[src/rtl/ac_muldiv_unit.sv]
// Multi-cycle Booth multiply / restoring divide stage that feeds the AC register.
// Define AC_MULDIV_SIGNED_DIV_EN to make divide signed (magnitude iteration plus sign fix-up).
module ac_muldiv_unit #(
  parameter int unsigned W  = 16,
  parameter int unsigned CW = 5
) (
  input  logic         clk,
  input  logic         rst_b,
  input  logic         start,
  input  logic         op,
  input  logic [W-1:0] opa,
  input  logic [W-1:0] opb,
  input  logic         flush,
  output logic [W-1:0] ac_in,
  output logic         ac_en,
  output logic [W-1:0] aux_out,
  output logic         busy,
  output logic         done,
  output logic         ovf,
  output logic         dz
);

  localparam logic [CW-1:0] LAST_ITER = CW'(W - 1);

  typedef enum logic [1:0] {IDLE, CALC, WB} state_t;

  state_t        state;
  logic [CW-1:0] cnt;
  logic          op_reg;
  logic [W:0]    a_reg;
  logic [W-1:0]  q_reg;
  logic          q_1;
  logic [W-1:0]  m_reg;

`ifdef AC_MULDIV_SIGNED_DIV_EN
  logic neg_q;
  logic neg_r;

  function automatic logic [W-1:0] mag(input logic [W-1:0] x);
    return x[W-1] ? -x : x;
  endfunction
`endif

  logic [W:0]   mul_sum;
  logic [W:0]   div_sh;
  logic [W:0]   div_trial;
  logic [W:0]   step_a;
  logic [W-1:0] step_q;
  logic         step_q1;
  logic [W-1:0] res_lo;
  logic [W-1:0] res_hi;
  logic         res_ovf;

  // One iteration of the selected algorithm, applied to the current register contents
  always_comb begin
    case ({q_reg[0], q_1})
      2'b01:   mul_sum = a_reg + {m_reg[W-1], m_reg};
      2'b10:   mul_sum = a_reg - {m_reg[W-1], m_reg};
      default: mul_sum = a_reg;
    endcase
    div_sh    = {a_reg[W-1:0], q_reg[W-1]};
    div_trial = div_sh - {1'b0, m_reg};
    step_q1   = q_reg[0];
    if (!op_reg) begin
      step_a = {mul_sum[W], mul_sum[W:1]};
      step_q = {mul_sum[0], q_reg[W-1:1]};
    end else begin
      step_a = div_trial[W] ? div_sh : div_trial;
      step_q = {q_reg[W-2:0], ~div_trial[W]};
    end
  end

  // Final results as seen after the last iteration
  always_comb begin
    res_lo  = step_q;
    res_hi  = step_a[W-1:0];
    res_ovf = 1'b0;
    if (!op_reg) begin
      res_ovf = (res_hi != {W{res_lo[W-1]}});
    end
`ifdef AC_MULDIV_SIGNED_DIV_EN
    else begin
      if (neg_q) res_lo = -step_q;
      if (neg_r) res_hi = -step_a[W-1:0];
      // Only a positive quotient of 2^(W-1) (i.e. MIN / -1) cannot be represented
      res_ovf = !neg_q && step_q[W-1];
    end
`endif
  end

  always_ff @(posedge clk or negedge rst_b) begin
    if (!rst_b) begin
      state   <= IDLE;
      cnt     <= '0;
      op_reg  <= 1'b0;
      a_reg   <= '0;
      q_reg   <= '0;
      q_1     <= 1'b0;
      m_reg   <= '0;
`ifdef AC_MULDIV_SIGNED_DIV_EN
      neg_q   <= 1'b0;
      neg_r   <= 1'b0;
`endif
      ac_in   <= '0;
      ac_en   <= 1'b0;
      aux_out <= '0;
      busy    <= 1'b0;
      done    <= 1'b0;
      ovf     <= 1'b0;
      dz      <= 1'b0;
    end else begin
      ac_en <= 1'b0;
      done  <= 1'b0;
      case (state)
        IDLE: begin
          if (start && !flush) begin
            op_reg <= op;
            cnt    <= '0;
            busy   <= 1'b1;
            if (op && (opb == '0)) begin
              state   <= WB;
              ac_en   <= 1'b1;
              done    <= 1'b1;
              ac_in   <= '1;
              aux_out <= opa;
              dz      <= 1'b1;
              ovf     <= 1'b0;
            end else begin
              state <= CALC;
              a_reg <= '0;
              q_1   <= 1'b0;
              if (op) begin
`ifdef AC_MULDIV_SIGNED_DIV_EN
                q_reg <= mag(opa);
                m_reg <= mag(opb);
                neg_q <= opa[W-1] ^ opb[W-1];
                neg_r <= opa[W-1];
`else
                q_reg <= opa;
                m_reg <= opb;
`endif
              end else begin
                q_reg <= opb;
                m_reg <= opa;
              end
            end
          end
        end
        CALC: begin
          if (flush) begin
            state <= IDLE;
            busy  <= 1'b0;
          end else begin
            a_reg <= step_a;
            q_reg <= step_q;
            q_1   <= step_q1;
            cnt   <= cnt + CW'(1);
            if (cnt == LAST_ITER) begin
              state   <= WB;
              ac_en   <= 1'b1;
              done    <= 1'b1;
              ac_in   <= res_lo;
              aux_out <= res_hi;
              ovf     <= res_ovf;
              dz      <= 1'b0;
            end
          end
        end
        default: begin
          state <= IDLE;
          busy  <= 1'b0;
        end
      endcase
    end
  end

endmodule

[config.mk]
export PLATFORM = sky130hd
export DESIGN_NAME = ac_muldiv_unit
export DESIGN_NICKNAME = d
export VERILOG_FILES = /design/src/rtl/ac_muldiv_unit.sv
export SDC_FILE = /design/constraint.sdc
export NUM_CORES = 1
export LEC_CHECK = 0
export CAP_MARGIN = 20
export CORE_MARGIN = 2
export CORE_UTILIZATION = 30
export DETAILED_ROUTE_END_ITERATION = 16
export PLACE_DENSITY = 0.49
export SYNTH_ARGS = -nofsm -noshare
export SYNTH_HDL_FRONTEND = slang
export SYNTH_SLANG_ARGS = --single-unit
[constraint.sdc]
create_clock -name clk -period 13.44 [get_ports clk]
set_input_delay 1.344 -clock clk [delete_from_list [all_inputs] [get_ports clk]]
set_output_delay 1.344 -clock clk [all_outputs]
set_load 0.02 [all_outputs]
==> results of run 1 <==
-- metrics by stage --
stage	hold WS, ns	utilization	area, sq um	setup slack (ns)	instances
3_5_place_dp	0.477	0.350	7930	8.26	1129
6_report	0.494	0.365	8270	8.22	1146
5_1_grt	0.511	0.365	8270	7.67	1146
2_1_floorplan	0.450	-	6910	9.01	801
3_3_place_gp	0.469	0.350	7930	8.33	1129
4_1_cts	0.493	0.364	8250	8.24	1145
-- cells in the mapped netlist (3+ instances only) --
cell type	count	area [sq um]
sky130_fd_sc_hd__dfrtp_1	94	2350
sky130_fd_sc_hd__nor2_1	79	297
sky130_fd_sc_hd__a21oi_1	76	380
sky130_fd_sc_hd__nand2_1	59	221
sky130_fd_sc_hd__mux2i_1	39	390
sky130_fd_sc_hd__o21ai_0	39	195
sky130_fd_sc_hd__ha_1	37	463
sky130_fd_sc_hd__inv_1	35	131
sky130_fd_sc_hd__clkbuf_1	34	128
sky130_fd_sc_hd__nor2b_1	24	150
sky130_fd_sc_hd__a211oi_1	22	165
sky130_fd_sc_hd__a31oi_1	20	125
sky130_fd_sc_hd__mux2_2	20	225
sky130_fd_sc_hd__xnor2_1	19	166
sky130_fd_sc_hd__nor3_1	16	80.1
sky130_fd_sc_hd__a21o_1	14	105
sky130_fd_sc_hd__nand3_1	13	65.1
sky130_fd_sc_hd__o22ai_1	13	81.3
sky130_fd_sc_hd__o211ai_1	11	82.6
sky130_fd_sc_hd__or3_1	11	68.8
sky130_fd_sc_hd__o21a_1	10	75.1
sky130_fd_sc_hd__and3_1	8	50.1
sky130_fd_sc_hd__nor4_1	6	37.5
sky130_fd_sc_hd__xor2_1	6	52.6
sky130_fd_sc_hd__buf_1	5	18.8
sky130_fd_sc_hd__o31ai_1	5	37.5
sky130_fd_sc_hd__or4_1	5	37.5
sky130_fd_sc_hd__a221o_1	4	40.0
sky130_fd_sc_hd__a22o_1	4	35.0
sky130_fd_sc_hd__and2_1	4	25.0
sky130_fd_sc_hd__nand2b_1	4	25.0
sky130_fd_sc_hd__nand4_1	4	25.0
sky130_fd_sc_hd__or2_2	4	25.0
sky130_fd_sc_hd__a21boi_0	3	22.5
sky130_fd_sc_hd__a311oi_1	3	26.3
sky130_fd_sc_hd__a41oi_1	3	26.3
sky130_fd_sc_hd__o211a_1	3	30.0
sky130_fd_sc_hd__o32a_1	3	30.0
-- cell type report --
type	instances	area [sq um]	area share
clock buffer	10	239	0.0289
clock inverter	6	77.6	0.00938
inverter	37	139	0.0168
multi-input combinational	629	4280	0.517
sequential	94	2350	0.284
tap	285	357	0.0431
timing repair buffer	85	833	0.101
-- how the worst max path moves through the flow --
stage,startpoint,end,slack [ns],cells past startpoint
final,q_reg[15],ovf,8.22,19
after global routing,q_reg[15],ovf,7.67,19
after CTS,q_reg[15],ovf,8.24,19
after detailed placement,q_reg[15],ovf,8.26,19
after global placement,q_reg[15],ovf,8.33,19
after floorplan,q_reg[15],ovf,9.01,23
-- report_power, final --
group	switching (W)	leakage, nW	internal [W]
clock network	0.000125	0.153	0.000153
logic	0.000493	2.27	0.000327
registers	0.0000700	1.21	0.000326
total	0.000688	3.63	0.000807
-- per-layer routing --
| metal | up-vias | global-route usage | wire (microns) |
|---|---|---|---|
| met2 | 125 | 0.315 | 10800 |
| met3 | 19 | 0.0264 | 799 |
| li1 | 3075 | - | - |
| met5 | - | 0 | 0 |
| met1 | 3048 | 0.279 | 11200 |
| met4 | 0 | 0.0450 | 330 |
-- placed cells by master (no fill, tap or decap), types with 13 or more instances in the layout --
| cell type | count |
|---|---|
| sky130_fd_sc_hd__mux2_2 | 20 |
| sky130_fd_sc_hd__nor2b_1 | 23 |
| sky130_fd_sc_hd__ha_1 | 37 |
| sky130_fd_sc_hd__nand3_1 | 13 |
| sky130_fd_sc_hd__dfrtp_1 | 93 |
| sky130_fd_sc_hd__xnor2_1 | 19 |
| sky130_fd_sc_hd__o22ai_1 | 13 |
| sky130_fd_sc_hd__a31oi_1 | 20 |
| sky130_fd_sc_hd__nor2_1 | 79 |
| sky130_fd_sc_hd__mux2i_1 | 39 |
| sky130_fd_sc_hd__nand2_1 | 59 |
| sky130_fd_sc_hd__nor3_1 | 16 |
| sky130_fd_sc_hd__a21oi_1 | 75 |
| sky130_fd_sc_hd__clkdlybuf4s50_1 | 71 |
| sky130_fd_sc_hd__a21o_1 | 14 |
| sky130_fd_sc_hd__o21ai_0 | 39 |
| sky130_fd_sc_hd__inv_1 | 35 |
| sky130_fd_sc_hd__a211oi_1 | 22 |
-- worst reg2reg max path, stage by stage (launching register included) --
cell	delay, ns
sky130_fd_sc_hd__dfrtp_1	0.41
sky130_fd_sc_hd__inv_1	0.07
sky130_fd_sc_hd__ha_1	0.16
sky130_fd_sc_hd__inv_1	0.06
sky130_fd_sc_hd__fa_1	0.40
sky130_fd_sc_hd__a21o_1	0.19
sky130_fd_sc_hd__a221o_1	0.38
sky130_fd_sc_hd__o2111ai_1	0.31
sky130_fd_sc_hd__nand2_1	0.09
sky130_fd_sc_hd__nand2_1	0.08
sky130_fd_sc_hd__nand2_1	0.06
sky130_fd_sc_hd__a21oi_1	0.14
sky130_fd_sc_hd__o21bai_1	0.08
sky130_fd_sc_hd__ha_1	0.78
sky130_fd_sc_hd__inv_1	0.38
sky130_fd_sc_hd__a211oi_1	0.35
sky130_fd_sc_hd__mux2i_1	0.14
sky130_fd_sc_hd__or4b_2	0.68
sky130_fd_sc_hd__a32oi_1	0.24
sky130_fd_sc_hd__o41ai_2	0.10
-- kinds of logic after synthesis --
logic type / after synthesis / synth area share
DFF: 94 / 0.340
and+or+nand+nor: 248 / 0.175
buffers and inverters: 78 / 0.0434
xor gates and xnor gates: 25 / 0.0317
adders and majority gates: 39 / 0.0728
AOI/OAI and AO/OA: 257 / 0.245
muxes: 60 / 0.0912
==> impl_metrics.json, run 1 <==
{
  "worstHoldPathType": "reg -> reg",
  "cts_hold_buffers": 0,
  "maxCapViolations": 0,
  "first_iter_violations": 370,
  "largest_register_ffs": 17,
  "dominantRegCellSynth": "sky130_fd_sc_hd__dfrtp_1",
  "critical_path_required_ns": 13.65,
  "synth.yosys.warnings": 0,
  "r2r.worst_path.cells": 19,
  "cts-root-buf": "sky130_fd_sc_hd__clkbuf_16",
  "r2r_setup_slk_ns": 8.22,
  "floorplan.initialDensity": 0.305,
  "dp_hpwl_mm": 17.3,
  "vias": 6267,
  "cts_buffer_depth": 2,
  "grt_antenna_before_repair": 0,
  "clock_sinks": 94,
  "worst_clock_skew_ns": 0.0113,
  "synth-edff-count": 0,
  "seq_area_frac_synth": 0.340,
  "maxSlewViolCount": 0,
  "synthToLayoutAreaGrowth_pct": 19.7,
  "synth-seq-cells": 94,
  "cp_top_family": "compound AO/OA/AOI/OAI gates",
  "core.rowCount": 55,
  "timing.critical_path.buf_inv": 3,
  "clock.fmax_mhz": 192,
  "max_slew.worst_pin.slew_ns": 1.07,
  "async_flop_share": 1.00,
  "drive_above_1_share": 0.0790,
  "grt_max_degree": 75,
  "critPathArrivalTime_ns": 5.43,
  "detail_route.vias_per_cell": 5.47,
  "grt_overflow_total": 0,
  "floorplan.die_area_sq_mm": 0.0243,
  "coreArea_sq_mm": 0.0226,
  "r2r-end": "ovf",
  "portBuffers": 73,
  "route.final.wire_length_mm": 23.1,
  "r2r_start": "q_reg[15]",
  "drc_violations_left": 0,
  "hold_end": "aux_out[1]",
  "synthesis.area_per_instance_sq_um": 8.63,
  "run_status": "finished clean",
  "insertion_delay_ns": 0.36,
  "routedWlPerCell_microns": 20.2,
  "cts_buffers": 9,
  "fillCellCount": 2312,
  "final_hold_violation_count": 0,
  "whs_path_depth": 2,
  "first_global_vias": 6283,
  "irDropWorstVdd_uv": 65.7,
  "gp_routability_congestion": 0.867,
  "route.antenna.remaining_nets": 0,
  "cp-start-kind": "register",
  "crit_path_end_kind": "register",
  "cts_setup_buffers": 0,
  "fp.dieW_microns": 156,
  "cts-htree-levels": 3,
  "p_total_w": 0.00149,
  "top_level_ports": 74,
  "cp_cell_sequence": "inv_1 -> ha_1 -> inv_1 -> fa_1 -> a21o_1 -> a221o_1 -> o2111ai_1 -> nand2_1 -> nand2_1 -> nand2_1 -> a21oi_1 -> o21bai_1 -> ha_1 -> inv_1 -> a211oi_1 -> mux2i_1 -> or4b_2 -> a32oi_1 -> o41ai_2",
  "post_synth_num_cell_types": 67,
  "tritoncts": "done",
  "grtUsageTotal": 0.196,
  "slew-limit-headroom": 0.265,
  "critical_path.slowest_cell": "sky130_fd_sc_hd__ha_1",
  "finalNetCount": 932,
  "antenna_cells": 0,
  "rsz_0062_raised_after_global_routing": "false",
  "syn_area_sq_mm": 0.00691,
  "cts_resized": 0,
  "wire_length_of_the_first_global_routing_pass_mm": 36.9,
  "total_power_divided_by_cell_area_mw_per_mm2": 181,
  "postSynthCellCount": 801,
  "drtPass1Iterations": 4,
  "hold_start": "aux_out[1]",
  "path_clk_slew_ns": 0.08,
  "die-height_microns": 156,
  "leakage_nw": 3.63,
  "post_synthesis_net_count": 877,
  "period_minus_slack_ns": 5.22,
  "crit_path_max_incr_delay_ns": 0.78,
  "path_max_fanout": 24,
  "post-route-period-util": 0.388,
  "final_report_setup_violation_count": 0,
  "totalNegativeSetupSlack_ns": 0,
  "setup.worst_path.class": "reg -> reg"
}
No activity file was read; power rests on OpenSTA's default activity.
==> inputs of run 2 (changes only) <==
clock period = 5.5 ns   (was 13.44 ns; I/O delays follow)
==> run 2 against run 1 <==
Against the previous run:
- worst setup slack lost 7.8 ns
- combinational power rose by 150%
- sequential power rose by 140%
- highest routed layer unchanged
- clock power rose by 120%
==> impl_metrics.json, run 2 (synthesis gave the netlist of run 1 again) <==
{
  "clock_sinks": 94,
  "fillCellCount": 2359,
  "largest_register_ffs": 17,
  "path_clk_slew_ns": 0.07,
  "most-common-layout-cells": "sky130_fd_sc_hd__dfrtp_1, sky130_fd_sc_hd__nor2_1, sky130_fd_sc_hd__a21oi_1, sky130_fd_sc_hd__clkdlybuf4s50_1, sky130_fd_sc_hd__nand2_1",
  "crit_path_end_kind": "register",
  "r2r.worst_path.cells": 19,
  "routedWlPerCell_microns": 20.2,
  "worstHoldPathType": "in -> async",
  "worst_clock_skew_ns": 0.00974,
  "setup.worst_path.class": "reg -> reg",
  "register_area_sq_mm": 0.00235,
  "finish.cell_count_without_fillers": 1152,
  "crit_path_max_incr_delay_ns": 0.68,
  "placed_inst_area_sq_mm": 0.00798,
  "die-height_microns": 156,
  "route.final.wire_length_mm": 23.2,
  "wire_length_of_the_first_global_routing_pass_mm": 36.4,
  "grtUsageTotal": 0.195,
  "vias": 6232,
  "cts_resized": 0,
  "antenna_cells": 0,
  "maxCapViolations": 0,
  "top_level_ports": 74,
  "grt_overflow_total": 0,
  "cts_buffers": 9,
  "cp_cell_sequence": "inv_1 -> ha_1 -> inv_1 -> fa_1 -> a21o_1 -> a221o_1 -> o2111ai_1 -> nand2_1 -> nand2_1 -> nand2_1 -> a21oi_1 -> o21bai_1 -> ha_1 -> inv_1 -> a211oi_1 -> mux2i_1 -> or4b_2 -> a32oi_1 -> o41ai_2",
  "totalNegativeSetupSlack_ns": 0,
  "rsz_0062_raised_after_global_routing": "false",
  "portBuffers": 73,
  "path_max_fanout": 14,
  "grt_antenna_before_repair": 0,
  "leakage_nw": 3.63,
  "switching_power_w": 0.00166,
  "maxSlewViolCount": 0,
  "grt_max_degree": 66,
  "cts-htree-levels": 3,
  "insertion_delay_ns": 0.35,
  "dp_hpwl_mm": 17.6,
  "synthToLayoutAreaGrowth_pct": 19.4,
  "irDropWorstVdd_uv": 183,
  "internal_power_w": 0.00193,
  "final_report_setup_violation_count": 0,
  "power.switching_fraction": 0.463,
  "critical_path_required_ns": 5.71,
  "post-route-period-util": 0.916,
  "cts_setup_buffers": 0,
  "p_total_w": 0.00359,
  "clock.fmax_mhz": 198,
  "sequentialPowerShare": 0.269,
  "gp_routability_congestion": 0.846,
  "route.antenna.remaining_nets": 0,
  "run_status": "finished clean",
  "finalNetCount": 938,
  "drtPass1Iterations": 4,
  "drive_above_1_share": 0.0854,
  "pwr-share-comb": 0.563,
  "core.rowCount": 55,
  "detail_route.vias_per_cell": 5.41,
  "total_power_divided_by_cell_area_mw_per_mm2": 435,
  "cts_hold_buffers": 0,
  "cp-start-kind": "register",
  "floorplan.die_area_sq_mm": 0.0243,
  "drc_violations_left": 0,
  "period_minus_slack_ns": 5.04,
  "coreArea_sq_mm": 0.0226,
  "first_iter_violations": 360,
  "power.share.clock": 0.169,
  "first_global_vias": 6142,
  "multi_input_area_sq_mm": 0.00428,
  "most_common_cell_after_layout_fill_and_taps_aside": "sky130_fd_sc_hd__dfrtp_1",
  "floorplan.initialDensity": 0.305,
  "fin_util": 0.365,
  "place.detailed.instances": 1136,
  "tritoncts": "done",
  "fp.dieW_microns": 156,
  "final_hold_violation_count": 0,
  "layout.cell_area.non_filler_sq_mm": 0.00826,
  "slew-limit-headroom": 0.349,
  "critPathArrivalTime_ns": 5.25,
  "max_slew.worst_pin.slew_ns": 0.968,
  "cts_buffer_depth": 2,
  "cts-root-buf": "sky130_fd_sc_hd__clkbuf_16",
  "critical_path.slowest_cell": "sky130_fd_sc_hd__or4b_2"
}
run 2: cell count changes in the layout (fill, tap and decap cells not counted), sizes merged:
| cell | before | now |
|---|---|---|
| buf | 14 | 20 |
| bufinv | 1 | 0 |
| clkbuf | 10 | 9 |
| clkinv | 2 | 5 |
| inv | 39 | 38 |
run 2: area by class of cell:
type,instances,area share
inverters,37,0.0168
clock buffers,9,0.0273
repair buffers,91,0.104
multi-input cells,629,0.518
clock inverters,7,0.00591
well taps,285,0.0432
flip-flops and latches,94,0.285
run 2: power groups by stage:
stage | Clock (W) | Sequential, W | Combinational (W)
after floorplan | 0 | 0.000903 | 0.00148
after global placement | 0 | 0.000978 | 0.00200
after detailed placement | 0 | 0.000977 | 0.00200
after CTS | 0.000621 | 0.000965 | 0.00201
after global routing | 0.000648 | 0.000982 | 0.00225
final | 0.000605 | 0.000964 | 0.00202
run 2: stage by stage:
| stage | setup slack, ns | hold WS, ns |
|---|---|---|
| 2_1_floorplan | 1.07 | 0.254 |
| 6_report | 0.460 | 0.310 |
| 4_1_cts | 0.499 | 0.348 |
| 3_3_place_gp | 0.696 | 0.465 |
| 3_5_place_dp | 0.568 | 0.470 |
| 5_1_grt | 0.156 | 0.372 |
run 2: worst max-delay path: cells and delay by family, from the launching register on:
kind / cells / cell delay, ns
AOI/OAI and AO/OA: 8 / 1.96
adders and majority gates: 3 / 1.16
and+or+nand+nor: 4 / 0.90
DFF: 1 / 0.42
buffers and inverters: 3 / 0.33
muxes: 1 / 0.15
run 2: metal layers:
layer / up-vias / global-route usage / wire (microns)
met5: - / 0 / 0
met2: 99 / 0.306 / 10600
met1: 3030 / 0.282 / 11500
met4: 0 / 0.0437 / 390
met3: 22 / 0.0297 / 701
li1: 3081 / - / -
run 2: final timing paths:
check / startpoint / end / slack (ns)
worst min register to register: cnt[4] / cnt[4] / 0.48
max in group asynchronous: rst_b / a_reg[2] / 4.21
worst max register to register: q_reg[15] / ovf / 0.46
worst max-delay path: q_reg[15] / ovf / 0.46
worst min-delay path: rst_b / done / 0.31
min in group clk: cnt[4] / cnt[4] / 0.48
==> inputs of run 3 (changes only) <==
SLEW_MARGIN = 30   (was not set)
==> run 3 against run 2 <==
Against the previous run:
- wire length is essentially flat
- final area grew 0.32%
- worst hold slack lost 0.20 ns
- sequential power is essentially flat
- clock power is essentially flat
- critical path depth is the same
- combinational power is essentially flat
- power is essentially flat
- largest cell class unchanged
- largest power group unchanged
==> impl_metrics.json, run 3 (synthesis gave the netlist of run 1 again) <==
{
  "r2r.worst_path.cells": 19,
  "detail_route.vias_per_cell": 5.42,
  "grt_max_degree": 66,
  "die-height_microns": 156,
  "switching_power_w": 0.00166,
  "vias": 6252,
  "internal_power_w": 0.00193,
  "clock_sinks": 94,
  "antenna_cells": 0,
  "tritoncts": "done",
  "floorplan.die_area_sq_mm": 0.0243,
  "r2r_setup_slk_ns": 0.49,
  "setup.worst_path.class": "reg -> reg",
  "r2r_start": "q_reg[15]",
  "grtUsageTotal": 0.195,
  "worstHoldPathType": "in -> async",
  "layout.cell_area.non_filler_sq_mm": 0.00828,
  "clock.fmax_mhz": 199,
  "total_power_divided_by_cell_area_mw_per_mm2": 434,
  "irDropWorstVdd_uv": 184,
  "drtPass1Iterations": 5,
  "first_iter_violations": 377,
  "drive_above_1_share": 0.0876,
  "cts_buffer_depth": 2,
  "synthToLayoutAreaGrowth_pct": 19.8,
  "path_clk_slew_ns": 0.07,
  "cts_hold_buffers": 0,
  "portBuffers": 73,
  "grt_antenna_before_repair": 0,
  "dp_hpwl_mm": 17.6,
  "cts_setup_buffers": 0,
  "first_global_vias": 6142,
  "cp-start-kind": "register",
  "fin_util": 0.366,
  "slew-limit-headroom": 0.483,
  "cts-root-buf": "sky130_fd_sc_hd__clkbuf_16",
  "final_hold_violation_count": 0,
  "power.switching_fraction": 0.463,
  "crit_path_end_kind": "register",
  "maxCapViolations": 0,
  "cts-htree-levels": 3,
  "most-common-layout-cells": "sky130_fd_sc_hd__dfrtp_1, sky130_fd_sc_hd__nor2_1, sky130_fd_sc_hd__a21oi_1, sky130_fd_sc_hd__clkdlybuf4s50_1, sky130_fd_sc_hd__nand2_1",
  "cts_resized": 0,
  "fp.dieW_microns": 156,
  "gp_routability_congestion": 0.846,
  "top_level_ports": 74,
  "finalNetCount": 939,
  "critPathArrivalTime_ns": 5.23,
  "wire_length_of_the_first_global_routing_pass_mm": 36.4,
  "sequentialPowerShare": 0.269,
  "path_max_fanout": 14,
  "insertion_delay_ns": 0.36,
  "placed_inst_area_sq_mm": 0.00798,
  "core.rowCount": 55,
  "critical_path_required_ns": 5.71,
  "cts_buffers": 9,
  "largest_register_ffs": 17,
  "final_report_setup_violation_count": 0,
  "drc_violations_left": 0,
  "worst_clock_skew_ns": 0.00951,
  "run_status": "finished clean",
  "most_common_cell_after_layout_fill_and_taps_aside": "sky130_fd_sc_hd__dfrtp_1",
  "floorplan.initialDensity": 0.305,
  "leakage_nw": 3.64,
  "maxSlewViolCount": 0,
  "power.share.clock": 0.169,
  "max_slew.worst_pin.slew_ns": 0.765,
  "route.antenna.remaining_nets": 0,
  "post-route-period-util": 0.912,
  "period_minus_slack_ns": 5.01,
  "r2r-end": "ovf",
  "route.final.wire_length_mm": 23.2,
  "totalNegativeSetupSlack_ns": 0,
  "pwr-share-comb": 0.562,
  "coreArea_sq_mm": 0.0226,
  "rsz_0062_raised_after_global_routing": "false",
  "grt_overflow_total": 0,
  "routedWlPerCell_microns": 20.1
}
run 3: changes by cell type in the layout (fill, tap and decap cells not counted):
cell	previous run	this run
sky130_fd_sc_hd__buf_12	0	1
sky130_fd_sc_hd__nor4_1	6	5
sky130_fd_sc_hd__nor4_2	0	1
run 3: worst max-delay path by stage:
| stage | from | endpoint |
|---|---|---|
| 2_1_floorplan | q_reg[15] | ovf |
| 3_3_place_gp | q_reg[15] | ovf |
| 3_5_place_dp | q_reg[15] | ovf |
| 4_1_cts | q_reg[15] | ovf |
| 5_1_grt | q_reg[15] | ovf |
| 6_report | q_reg[15] | ovf |
run 3: routing by layer:
layer / vias up / global-route usage / share of wire
li1: 3088 / - / -
met1: 3036 / 0.282 / 0.50
met2: 104 / 0.306 / 0.46
met3: 24 / 0.0297 / 0.030
met4: 0 / 0.0437 / 0.017
met5: - / 0 / 0
run 3: through the flow:
stage | setup WS [ns] | power, W | instances | hold WS (ns)
after global placement | 0.696 | 0.00298 | 1136 | 0.465
after CTS | 0.499 | 0.00360 | 1152 | 0.348
after floorplan | 1.07 | 0.00239 | 801 | 0.254
after detailed placement | 0.568 | 0.00298 | 1136 | 0.470
final | 0.486 | 0.00359 | 1153 | 0.115
after global routing | 0.156 | 0.00388 | 1153 | 0.124
run 3: power by group through the flow:
stage | registers [W] | logic (W) | clock network, W
3_5_place_dp | 0.000977 | 0.00200 | 0
4_1_cts | 0.000965 | 0.00201 | 0.000621
5_1_grt | 0.000982 | 0.00225 | 0.000648
6_report | 0.000965 | 0.00202 | 0.000607
2_1_floorplan | 0.000903 | 0.00148 | 0
3_3_place_gp | 0.000978 | 0.00200 | 0
run 3: cell type report:
cell class / instances / area [sq um]
sequential: 94 / 2350
tap: 285 / 357
inverter: 37 / 139
clock inverter: 7 / 48.8
timing repair buffer: 92 / 878
fill: 2357 / 14400
multi-input combinational: 629 / 4280
clock buffer: 9 / 225
run 3: worst max-delay path: stages (launching register included):
cell                        delay (ns)
sky130_fd_sc_hd__dfrtp_1          0.42
sky130_fd_sc_hd__inv_1            0.07
sky130_fd_sc_hd__ha_1             0.16
sky130_fd_sc_hd__inv_1            0.07
sky130_fd_sc_hd__fa_1             0.42
sky130_fd_sc_hd__a21o_1           0.20
sky130_fd_sc_hd__a221o_1          0.38
sky130_fd_sc_hd__o2111ai_1        0.34
sky130_fd_sc_hd__nand2_1          0.09
sky130_fd_sc_hd__nand2_1          0.08
sky130_fd_sc_hd__nand2_1          0.05
sky130_fd_sc_hd__a21oi_1          0.14
sky130_fd_sc_hd__o21bai_1         0.08
sky130_fd_sc_hd__ha_1             0.56
sky130_fd_sc_hd__inv_1            0.18
sky130_fd_sc_hd__a211oi_1         0.34
sky130_fd_sc_hd__mux2i_1          0.15
sky130_fd_sc_hd__or4b_2           0.68
sky130_fd_sc_hd__a32oi_1          0.35
sky130_fd_sc_hd__o41ai_2          0.14
